`src/rtl/fwd_hazard_scoreboard.sv`:
```
// Forwarding / load-use hazard unit with a private EX..WB tag pipeline.
// Optional stall-cycle counter enabled by defining FWD_STALL_CNT_EN.
module fwd_hazard_scoreboard #(
  parameter int RSIZE    = 3,
  parameter int NRD      = 2,
  parameter int DEPTH    = 3,
  parameter int LOAD_STG = 2,
  localparam int SW      = $clog2(DEPTH)
) (
  input  logic                 clk,
  input  logic                 rst_n,
  input  logic                 id_valid,
  input  logic [NRD*RSIZE-1:0] id_raddr,
  input  logic [RSIZE-1:0]     id_waddr,
  input  logic                 id_wen,
  input  logic                 id_load,
  input  logic                 pipe_hold,
  input  logic                 ex_flush,
  output logic                 stall,
  output logic [NRD*SW-1:0]    ex_fwd_sel,
  output logic [31:0]          stall_cnt
);

  typedef struct packed {
    logic             v;
    logic [RSIZE-1:0] waddr;
    logic             load;
  } tag_t;

  tag_t tag_q [DEPTH];
  tag_t tag_d [DEPTH];

  logic [NRD*SW-1:0] fwd_q;
  logic [NRD*SW-1:0] fwd_d;
  logic [NRD*SW-1:0] sel_c;
  logic [NRD-1:0]    need_stall;
  logic [RSIZE-1:0]  raddr;
  logic              found;
  logic              id_go;

  // Scan youngest stage first; the first hit decides the port.
  always_comb begin
    sel_c      = '0;
    need_stall = '0;
    raddr      = '0;
    found      = 1'b0;
    for (int p = 0; p < NRD; p++) begin
      raddr = id_raddr[p*RSIZE +: RSIZE];
      found = 1'b0;
      for (int s = 0; s < DEPTH; s++) begin
        if (!found && tag_q[s].v &&
            tag_q[s].waddr == raddr &&
            raddr != '0) begin
          found = 1'b1;
          if (tag_q[s].load && (s + 1 < LOAD_STG)) begin
            need_stall[p] = 1'b1;
          end else if (s + 1 <= DEPTH - 1) begin
            sel_c[p*SW +: SW] = SW'(s + 1);
          end
        end
      end
    end
  end

  assign stall = id_valid && !ex_flush && (|need_stall);
  assign id_go = id_valid && !stall && !ex_flush;

  always_comb begin
    for (int k = 0; k < DEPTH; k++) begin
      tag_d[k] = tag_q[k];
    end
    fwd_d = fwd_q;
    if (!pipe_hold) begin
      for (int k = 1; k < DEPTH; k++) begin
        tag_d[k] = tag_q[k-1];
      end
      if (ex_flush) begin
        tag_d[1] = '0;
      end
      tag_d[0] = '0;
      if (id_go && id_wen && id_waddr != '0) begin
        tag_d[0] = '{v: 1'b1, waddr: id_waddr, load: id_load};
      end
      fwd_d = id_go ? sel_c : '0;
    end
  end

  always_ff @(posedge clk or negedge rst_n) begin
    if (!rst_n) begin
      for (int k = 0; k < DEPTH; k++) begin
        tag_q[k] <= '0;
      end
      fwd_q <= '0;
    end else begin
      for (int k = 0; k < DEPTH; k++) begin
        tag_q[k] <= tag_d[k];
      end
      fwd_q <= fwd_d;
    end
  end

  assign ex_fwd_sel = fwd_q;

`ifdef FWD_STALL_CNT_EN
  logic [31:0] cnt_q;
  logic [31:0] cnt_d;

  always_comb begin
    cnt_d = cnt_q;
    if (stall && !pipe_hold && cnt_q != 32'hFFFF_FFFF) begin
      cnt_d = cnt_q + 32'd1;
    end
  end

  always_ff @(posedge clk or negedge rst_n) begin
    if (!rst_n) begin
      cnt_q <= '0;
    end else begin
      cnt_q <= cnt_d;
    end
  end

  assign stall_cnt = cnt_q;
`else
  assign stall_cnt = 32'd0;
`endif

endmodule

```
`config.mk`:
```
export PLATFORM = sky130hd
export DESIGN_NAME = fwd_hazard_scoreboard
export DESIGN_NICKNAME = d
export VERILOG_FILES = /design/src/rtl/fwd_hazard_scoreboard.sv
export SDC_FILE = /design/constraint.sdc
export NUM_CORES = 1
export LEC_CHECK = 0
export ABC_AREA = 1
export ABC_CLOCK_PERIOD_IN_PS = 1320
export CORE_UTILIZATION = 27
export DETAILED_ROUTE_END_ITERATION = 10
export HOLD_SLACK_MARGIN = 0.05
export SLEW_MARGIN = 15
export SYNTH_ARGS = -nofsm -noshare
export SYNTH_HDL_FRONTEND = slang
export SYNTH_SLANG_ARGS = --single-unit
```
`constraint.sdc`:
```
create_clock -name clk -period 1.32 [get_ports clk]
set_input_delay 0.198 -clock clk [delete_from_list [all_inputs] [get_ports clk]]
set_output_delay 0.198 -clock clk [all_outputs]
set_load 0.05 [all_outputs]
```
==> flow_summary.yaml <==
sta:
  final-max-slew-violation-count: 0
  fmax_mhz: 607
  rsz0062_at_grt: "yes"
  period_needed_ns: 1.65
  hold_viol_final: 0
  finalSetupViolCount: 10
  finalSetupTns_ns: -2.17
  finalClockSkew_ns: 0.000801
  worst_slack_ns: -0.326
  period_share: 1.25
cts:
  hold_buffers: 0
  htreeDepth: 1
  path_clk_slew_ns: 0.05
  clock_latency_ns: 0.24
  clockBufferDepth: 2
  cts_tree: "built"
  cts-root-buf: "clkbuf_8"
  cts.sinks: 13
  cts_buffers: 3
finish:
  drive_gt1_frac: 0.290
  multi_input_area_um2: 602
  n_antenna_cell: 0
  fillCellCount: 393
  postLayoutCellArea_um2: 1510
  num-nets-final: 203
  area_delta_synth_final_pct: 43.6
  seq_area_um2: 328
place:
  routabilityCongestion: 0.810
  io_buffers: 20
  dp_hpwl_mm: 1.64
  place_area_um2: 1370
die:
  num_io_pins: 53
  die_area_um2: 4140
  rows: 22
  core_area_um2: 3690
  die_h_um: 64.3
  start_util: 0.284
  die_x_um: 64.3
synthesis:
  synth_area_leaders: "dfrtp_1, buf_4, nand2_1, xor2_1, inv_1"
  synth-compound-area-share: 0.0286
  synth_top_family_by_area: "simple AND/OR/NAND/NOR gates"
  muxShareOfSynthArea: 0
  synthXorXnorAreaFrac: 0.0501
  yosys_warnings: 0
  synth_adder_area_share: 0
  yosys.area.top_type_share: 0.310
  synthTopCellsByCount: "nand2_1, buf_4, dfrtp_1"
  synth_seq_cells: 13
  yosys.area.top_type: "dfrtp_1"
  syn_inst: 141
  synthArstFlopShare: 1.00
  synth_simple_gate_area_frac: 0.311
  ys.flop_type: "dfrtp_1"
  syn_avg_cell_area_um2: 7.44
  syn_area_um2: 1050
  ys_seq_area_frac: 0.310
  synth.most_common_cell: "nand2_1"
  synthDistinctLibCells: 21
  synth_edf_count: 0
route:
  drcViolationCount: 0
  drtIter0Drc: 35
  drt-total-wl_mm: 2.20
  viasPerCell: 3.91
  first_pass_iters: 4
  wl_per_cell_um: 9.41
  drtAntennaViolNets: 0
  num_vias: 916
outcome:
  status: "finished with violations"
  violations: "setup timing"
power:
  cell_internal_pwr_uw: 727
  swShare: 0.378
  switching_power_uw: 442
  ir_drop_v: 0.000283
  power.density_nw_per_um2: 777
  clockPowerShare: 0.298
  seq_power_share: 0.360
  finalPower_mw: 1.17
  p_leak_nw: 0.785
  pwr-share-comb: 0.342
setup_path:
  startpoint_type: "register"
  arrival_ns: 1.45
  reg2reg_slack_ns: -0.23
  regToRegStartpoint: "tag_q[11]$_DFFE_PN0N_"
  worstPathRequired_ns: 1.12
  critPathKind: "reg2out"
  r2r_cells: 11
  cp_max_fo: 4
  r2r_end: "tag_q[12]$_DFFE_PN0N_"
  worstSetupEndpointType: "output pin"
hold_path:
  hp-class: "in2async"
global_route:
  grt_max_degree: 14
  grt_pass1_wl_mm: 3.52
  antenna_found_initial: 0
  gr-total-overflow: 0
  grt_usage: 0.113
  grt_pass1_vias: 796
flow_run:
  max_cap_viol_count: 0
==> cells in the final DEF (no fill, tap or decap), types with 2 or more instances in the layout <==
cell type and n:
dlygate4sd2_1 6, inv_2 4, conb_1 32, xor2_1 5
buf_4 22, o21ai_1 3, dfrtp_1 11, nor2_4 5
nand3_2 4, nor2_1 5, nor2_2 2, inv_1 8
nand3_1 5, nand2_1 33, dfrtp_2 2, nor3_1 5
clkdlybuf4s50_1 9, nand4_1 6, nand2_2 2, clkbuf_8 3
buf_12 5
==> worst max path at each step <==
stage                                from                         to  slack, ns  cells past startpoint
floorplan           tag_q[11]$_DFFE_PN0N_                      stall      -0.02                      6
global placement              id_raddr[3]  ex_fwd_sel[3]$_DFFE_PN0N_      -0.42                      8
detailed placement            id_raddr[0]      tag_q[12]$_DFFE_PN0N_      -0.44                      8
CTS                 tag_q[13]$_DFFE_PN0N_                      stall      -0.31                      6
global route        tag_q[11]$_DFFE_PN0N_                      stall      -0.38                      7
finish              tag_q[11]$_DFFE_PN0N_                      stall      -0.33                      7
==> power groups by stage <==
stage | clock network [mW] | registers [mW] | logic (mW)
after floorplan | 0 | 0.425 | 0.343
after global placement | 0 | 0.426 | 0.381
after detailed placement | 0 | 0.426 | 0.382
after CTS | 0.350 | 0.420 | 0.380
after global routing | 0.379 | 0.422 | 0.427
final | 0.348 | 0.421 | 0.399
==> critical path: stages, from the launching register on <==
cell and delay, ns:
dfrtp_1 0.41, inv_2 0.06, nand2_1 0.08, nand3_2 0.09, nor2_4 0.13, nand3_2 0.10
a21oi_4 0.19, buf_12 0.15
==> per-stage QoR <==
step	hold slack, ns	std cells	util	worst slack (ns)
final	0.254	234	0.408	-0.326
after global routing	0.287	234	0.408	-0.378
after CTS	0.259	231	0.389	-0.311
after detailed placement	0.470	224	0.370	-0.441
after global placement	0.461	224	0.370	-0.418
after floorplan	-0.0976	172	-	-0.0226
==> sequential cells by signal, summed over array words and instances (netlist names) <==
| register | flops |
|---|---|
| ex_fwd_sel | 4 |
| tag_q | 9 |
==> layout make-up <==
class                      instances  share of cell area
clock buffer                       4              0.0299
inverter                          13              0.0416
multi-input combinational        114               0.400
sequential                        13               0.218
tap                               48              0.0399
timing repair buffer              42               0.271
==> routing by layer <==
metal,global-route usage,part of all wire,vias to the layer above
met5,0,0,-
met4,0.0583,0.016,0
met1,0.155,0.48,410
met2,0.167,0.46,31
li1,-,-,472
met3,0.0196,0.045,3
==> logic make-up after synthesis <==
family / count (synthesis)
buffers and inverters: 46
flip-flops: 13
other: 1
XOR/XNOR: 6
AO/OA/AOI/OAI: 6
AND/OR/NAND/NOR: 69
==> repair_timing <==
action	in CTS	in global routing
setup buffers	2	3
cloned	1	0
pin swaps	4	9
gates resized for setup	9	15
endpoints found under the setup margin	10	10
Power figures use the tool's default switching activity.
==> RTL edit 1: new RTL, same settings <==
Set the parameter `DEPTH` to 5 (it was 3).
--- a/src/rtl/fwd_hazard_scoreboard.sv
+++ b/src/rtl/fwd_hazard_scoreboard.sv
@@ -3,7 +3,7 @@
 module fwd_hazard_scoreboard #(
   parameter int RSIZE    = 3,
   parameter int NRD      = 2,
-  parameter int DEPTH    = 3,
+  parameter int DEPTH    = 5,
   parameter int LOAD_STG = 2,
   localparam int SW      = $clog2(DEPTH)
 ) (
Interface: changed (resized ex_fwd_sel); port bits go from 53 to 55. No check against the original RTL was run, so the function may have changed too.
==> RTL edit 1 against the unedited design <==
- the flow still finishes with violations (setup timing)
- register-to-register slack got worse by 0.02 ns
- final area increased by 50%
- non-clock buffer count increased by 7
- wire length increased by 75%
- total power increased by 47%
- area after synthesis increased by 59%
- sequential cell count increased by 10
- sequential power increased by 79%
- critical path depth increased by 1
- first-iteration DRC count increased by 110%
- setup slack got worse by 0.044 ns
- largest cell class unchanged
==> RTL edit 1: results (changes against the unedited design) <==
Status
  – Status: complete, but fails checks (unchanged)
  – Failing checks: setup timing (unchanged)

Worst setup path
  – R2R depth: 10 (was 11)
  – CP max stage delay: 0.46 ns (was 0.41 ns)

Timing
  – Final setup viols: 12 (was 10)
  – Hold slack final: 0.267 ns (was 0.254 ns)
  – Clk_skew: 0.00573 ns (was 0.000801 ns)
  – Final setup margin: -0.370 ns (was -0.326 ns)

Place
  – Post-DP Area: 2100 µm² (was 1370 µm²)
  – Post-DP HPWL: 3.02 mm (was 1.64 mm)

Synthesis
  – Seq/Total Area, Yosys: 0.346 (was 0.310)
  – Compound-Gate Fraction of Synth Area: 0.0751 (was 0.0286)
  – Cell area after synthesis: 1670 µm² (was 1050 µm²)
  – Post-Synth XOR/XNOR Area: 0.0316 (was 0.0501)
  – Syn Area/Cell: 7.00 µm² (was 7.44 µm²)

Route
  – DRT iter0 DRCs: 73 (was 35)
  – WL/cell: 10.6 µm (was 9.41 µm)

Power
  – Comb power frac: 0.295 (was 0.342)
  – Total Power: 0.00172 W (was 0.00117 W)
  – IR drop worst, VDD: 0.387 mV (was 0.283 mV)
  – Cell Pwr Density: 765 nW/µm² (was 777 nW/µm²)
  – Psw: 0.000642 W (was 0.000442 W)

Finish
  – Final sequential cell count: 23 (was 13)
  – Seq/total area: 0.257 (was 0.218)
  – Bufs w/o clock: 49 (was 42)
  – Area of the multi-input gates: 941 µm² (was 602 µm²)
  – Layout Cells excl Fill: 363 (was 234)
  – Clock Buffer Count: 3 (was 4)
  – Max reg flops: 17 (was 9)
  – Clock network area share: 0.0206 (was 0.0299)
  – Signal buf overhead: 0.217 (was 0.271)
  – Nets: 305 (was 203)

GRT
  – Total global-route track usage: 0.133 (was 0.113)
  – Largest net degree at the start of global routing: 24 (was 14)
## RTL edit 1: cell types whose count changed after synthesis, moves of 3 or more
| cell | unedited run | this run |
|---|---|---|
| nor3_1 | 5 | 0 |
| xor2_1 | 6 | 1 |
| inv_1 | 10 | 19 |
| xnor2_1 | 0 | 5 |
| clkbuf_1 | 0 | 3 |
| nand4_1 | 6 | 1 |
| nand3_2 | 2 | 5 |
| nor2_1 | 8 | 12 |
| inv_2 | 2 | 8 |
| dfrtp_1 | 13 | 23 |
| o21ai_0 | 2 | 17 |
| nand3_1 | 7 | 22 |
| nand2_1 | 35 | 75 |
## RTL edit 1: metal layers
metal | wire length, µm | global-route usage
met1 | 1730 | 0.167
met2 | 1900 | 0.227
met3 | 155 | 0.0193
met4 | 71 | 0.0536
met5 | 0 | 0
## RTL edit 1: critical path: cells and delay by family (launching register included)
kind	cells	cell delay, ns
DFF	1	0.46
buffers and inverters	2	0.18
and+or+nand+nor	6	0.57
==> RTL edit 2: new RTL, same settings <==
Without the edit above. Build with the macro `FWD_STALL_CNT_EN` defined.
--- a/src/rtl/fwd_hazard_scoreboard.sv
+++ b/src/rtl/fwd_hazard_scoreboard.sv
@@ -1,5 +1,7 @@
 // Forwarding / load-use hazard unit with a private EX..WB tag pipeline.
 // Optional stall-cycle counter enabled by defining FWD_STALL_CNT_EN.
+`define FWD_STALL_CNT_EN
+
 module fwd_hazard_scoreboard #(
   parameter int RSIZE    = 3,
   parameter int NRD      = 2,
Behaviour: not the same (a bounded check fails within 4 cycles, from zero or initial values and one cycle with rst_n low).
==> RTL edit 2 against the unedited design <==
- the run still ends with setup timing left
- first-iteration DRC count increased to 4.3 times the old value
- clock power increased to 3.0 times the old value
- sequential power increased to 3.3 times the old value
- sequential cell count increased by 32
- final area increased to 3.3 times the old value
- area after synthesis increased to 2.8 times the old value
- count of clock-buffer cells in the layout increased by 2
- wire length increased to 4.1 times the old value
- setup slack got worse by 0.13 ns
- total power increased by 130%
- critical path type is now reg -> reg
- highest routed layer unchanged
==> RTL edit 2: results (changes against the unedited design) <==
Worst setup path
  – CP Data Arrival Time: 2.01 ns (was 1.45 ns)
  – Critical-path maximum fanout: 16 (was 4)

Clock network
  – Worst skew pair latency: 0.30 ns (was 0.24 ns)
  – CTS buffer count: 5 (was 3)
  – H-tree Lvls: 2 (was 1)
  – CTS clk-pin slew, worst paths: 0.09 ns (was 0.05 ns)

Timing
  – Post-Route Setup TNS: -14.71 ns (was -2.17 ns)
  – Final setup viols: 40 (was 10)
  – Clk_skew: 0.0154 ns (was 0.000801 ns)
  – Final setup margin: -0.452 ns (was -0.326 ns)

Place
  – GPL Wtd Cong: 0.900 (was 0.810)
  – Post-DP HPWL: 6.47 mm (was 1.64 mm)
  – Dpl ws: -0.617 ns (was -0.441 ns)

Status
  – Status: complete, but fails checks (unchanged)
  – Failing checks: setup timing (unchanged)

Synthesis
  – Top cells by count, synth: 167 x nand2_1, 45 x dfrtp_1, 44 x nor2_1 (was 35 x nand2_1, 33 x buf_4, 13 x dfrtp_1)
  – Seq/Total Area, Yosys: 0.384 (was 0.310)
  – Post-Synth Adder-Cell Area: 0.00427 (was 0)
  – Synth top area cells: dfrtp_1 38%, nand2_1 21%, xor2_1 9.3%, nand2_2 6.2%, nor2_1 5.6% (was dfrtp_1 31%, buf_4 24%, nand2_1 13%, xor2_1 5.0%, inv_1 3.6%)
  – Mapped Cells: 408 (was 141)

Route
  – DRT iter0 DRCs: 149 (was 35)
  – Post-Route WL: 9.06 mm (was 2.20 mm)

Finish
  – Layout Cells excl Fill: 692 (was 234)
  – Filler cell count: 1032 (was 393)

GRT
  – Number of global-route vias before repair: 3067 (was 796)
  – Largest net degree at the start of global routing: 46 (was 14)

Power
  – Leak: 2.49 nW (was 0.785 nW)
==> RTL edit 2: changes by cell type in the layout (fill, tap and decap cells not counted), sizes merged, moves of 13 or more <==
cell / change
nor3: +13
xor2: +25
conb: -32
nand2: +163
inv: +13
dfrtp: +32
nor2: +38
buf: +103
==> RTL edit 2: through the flow <==
stage / area, µm² / power (W)
6_report: 5000 / 0.00268
5_1_grt: 5000 / 0.00278
4_1_cts: 4810 / 0.00270
3_5_place_dp: 4630 / 0.00164
3_3_place_gp: 4630 / 0.00163
2_1_floorplan: 2990 / 0.00149
==> RTL edit 2: where the power goes <==
part           switching (W)  internal, W  total (W)
clock network       0.000486     0.000563    0.00105
logic               0.000123     0.000105   0.000227
registers          0.0000119      0.00139    0.00140
total               0.000621      0.00205    0.00268
==> RTL edit 2: timing repair <==
item | CTS | global route
gates cloned | 1 | 2
hold endpoints to repair | 45 | 0
setup buffers | 4 | 0
hold buffers | 1 | 0
endpoints found under the setup margin | 40 | 40
resized for setup | 10 | 44
pin swaps | 8 | 24
==> RTL edit 2: cell type report <==
type	count	area [µm²]	share of cell area
Clock buffer	6	72.6	0.0145
Multi-Input combinational cell	331	1800	0.361
Inverter	25	98.8	0.0198
Tap cell	136	170	0.0340
Sequential cell	45	1150	0.230
Clock inverter	2	35.0	0.00701
Timing Repair Buffer	147	1670	0.334
==> RTL edit 2: critical path, cell delays in order (launching register included) <==
cell and delay (ns):
dfrtp_1 0.43, inv_2 0.07, nand2_1 0.06, nand3_1 0.08
nor2_2 0.11, nand3_1 0.09, nand2_2 0.10, nand2_4 0.06
buf_6 0.12, nor2_4 0.23, clkbuf_16 0.23, nand2_1 0.06
nand2_1 0.07
==> RTL edit 2: final timing paths <==
check,cells after the start,endpoint,slack [ns]
max,12,stall_cnt[27],-0.45
min,3,tag_q[6],0.40
max reg2reg,12,stall_cnt[27],-0.45
min reg2reg,2,tag_q[10],0.55
max in group asynchronous,3,stall_cnt[22],0.66
min in group clk,5,ex_fwd_sel[3],0.50
==> RTL edit 2: metal layers <==
metal  track usage  part of all wire  vias to the layer above
li1              -                 -                     1552
met1         0.219              0.46                     1463
met2         0.273              0.48                       76
met3        0.0251             0.040                       10
met4        0.0516             0.017                        0
met5             0                 0                        -
==> RTL edit 2: logic make-up (layout without fill, tap and decap cells) <==
logic type / Yosys count / in the layout
fa+ha+maj: 1 / 1
compound gates: 7 / 7
buf+inv: 33 / 180
xor+xnor: 35 / 35
flops: 45 / 45
simple gates: 287 / 288
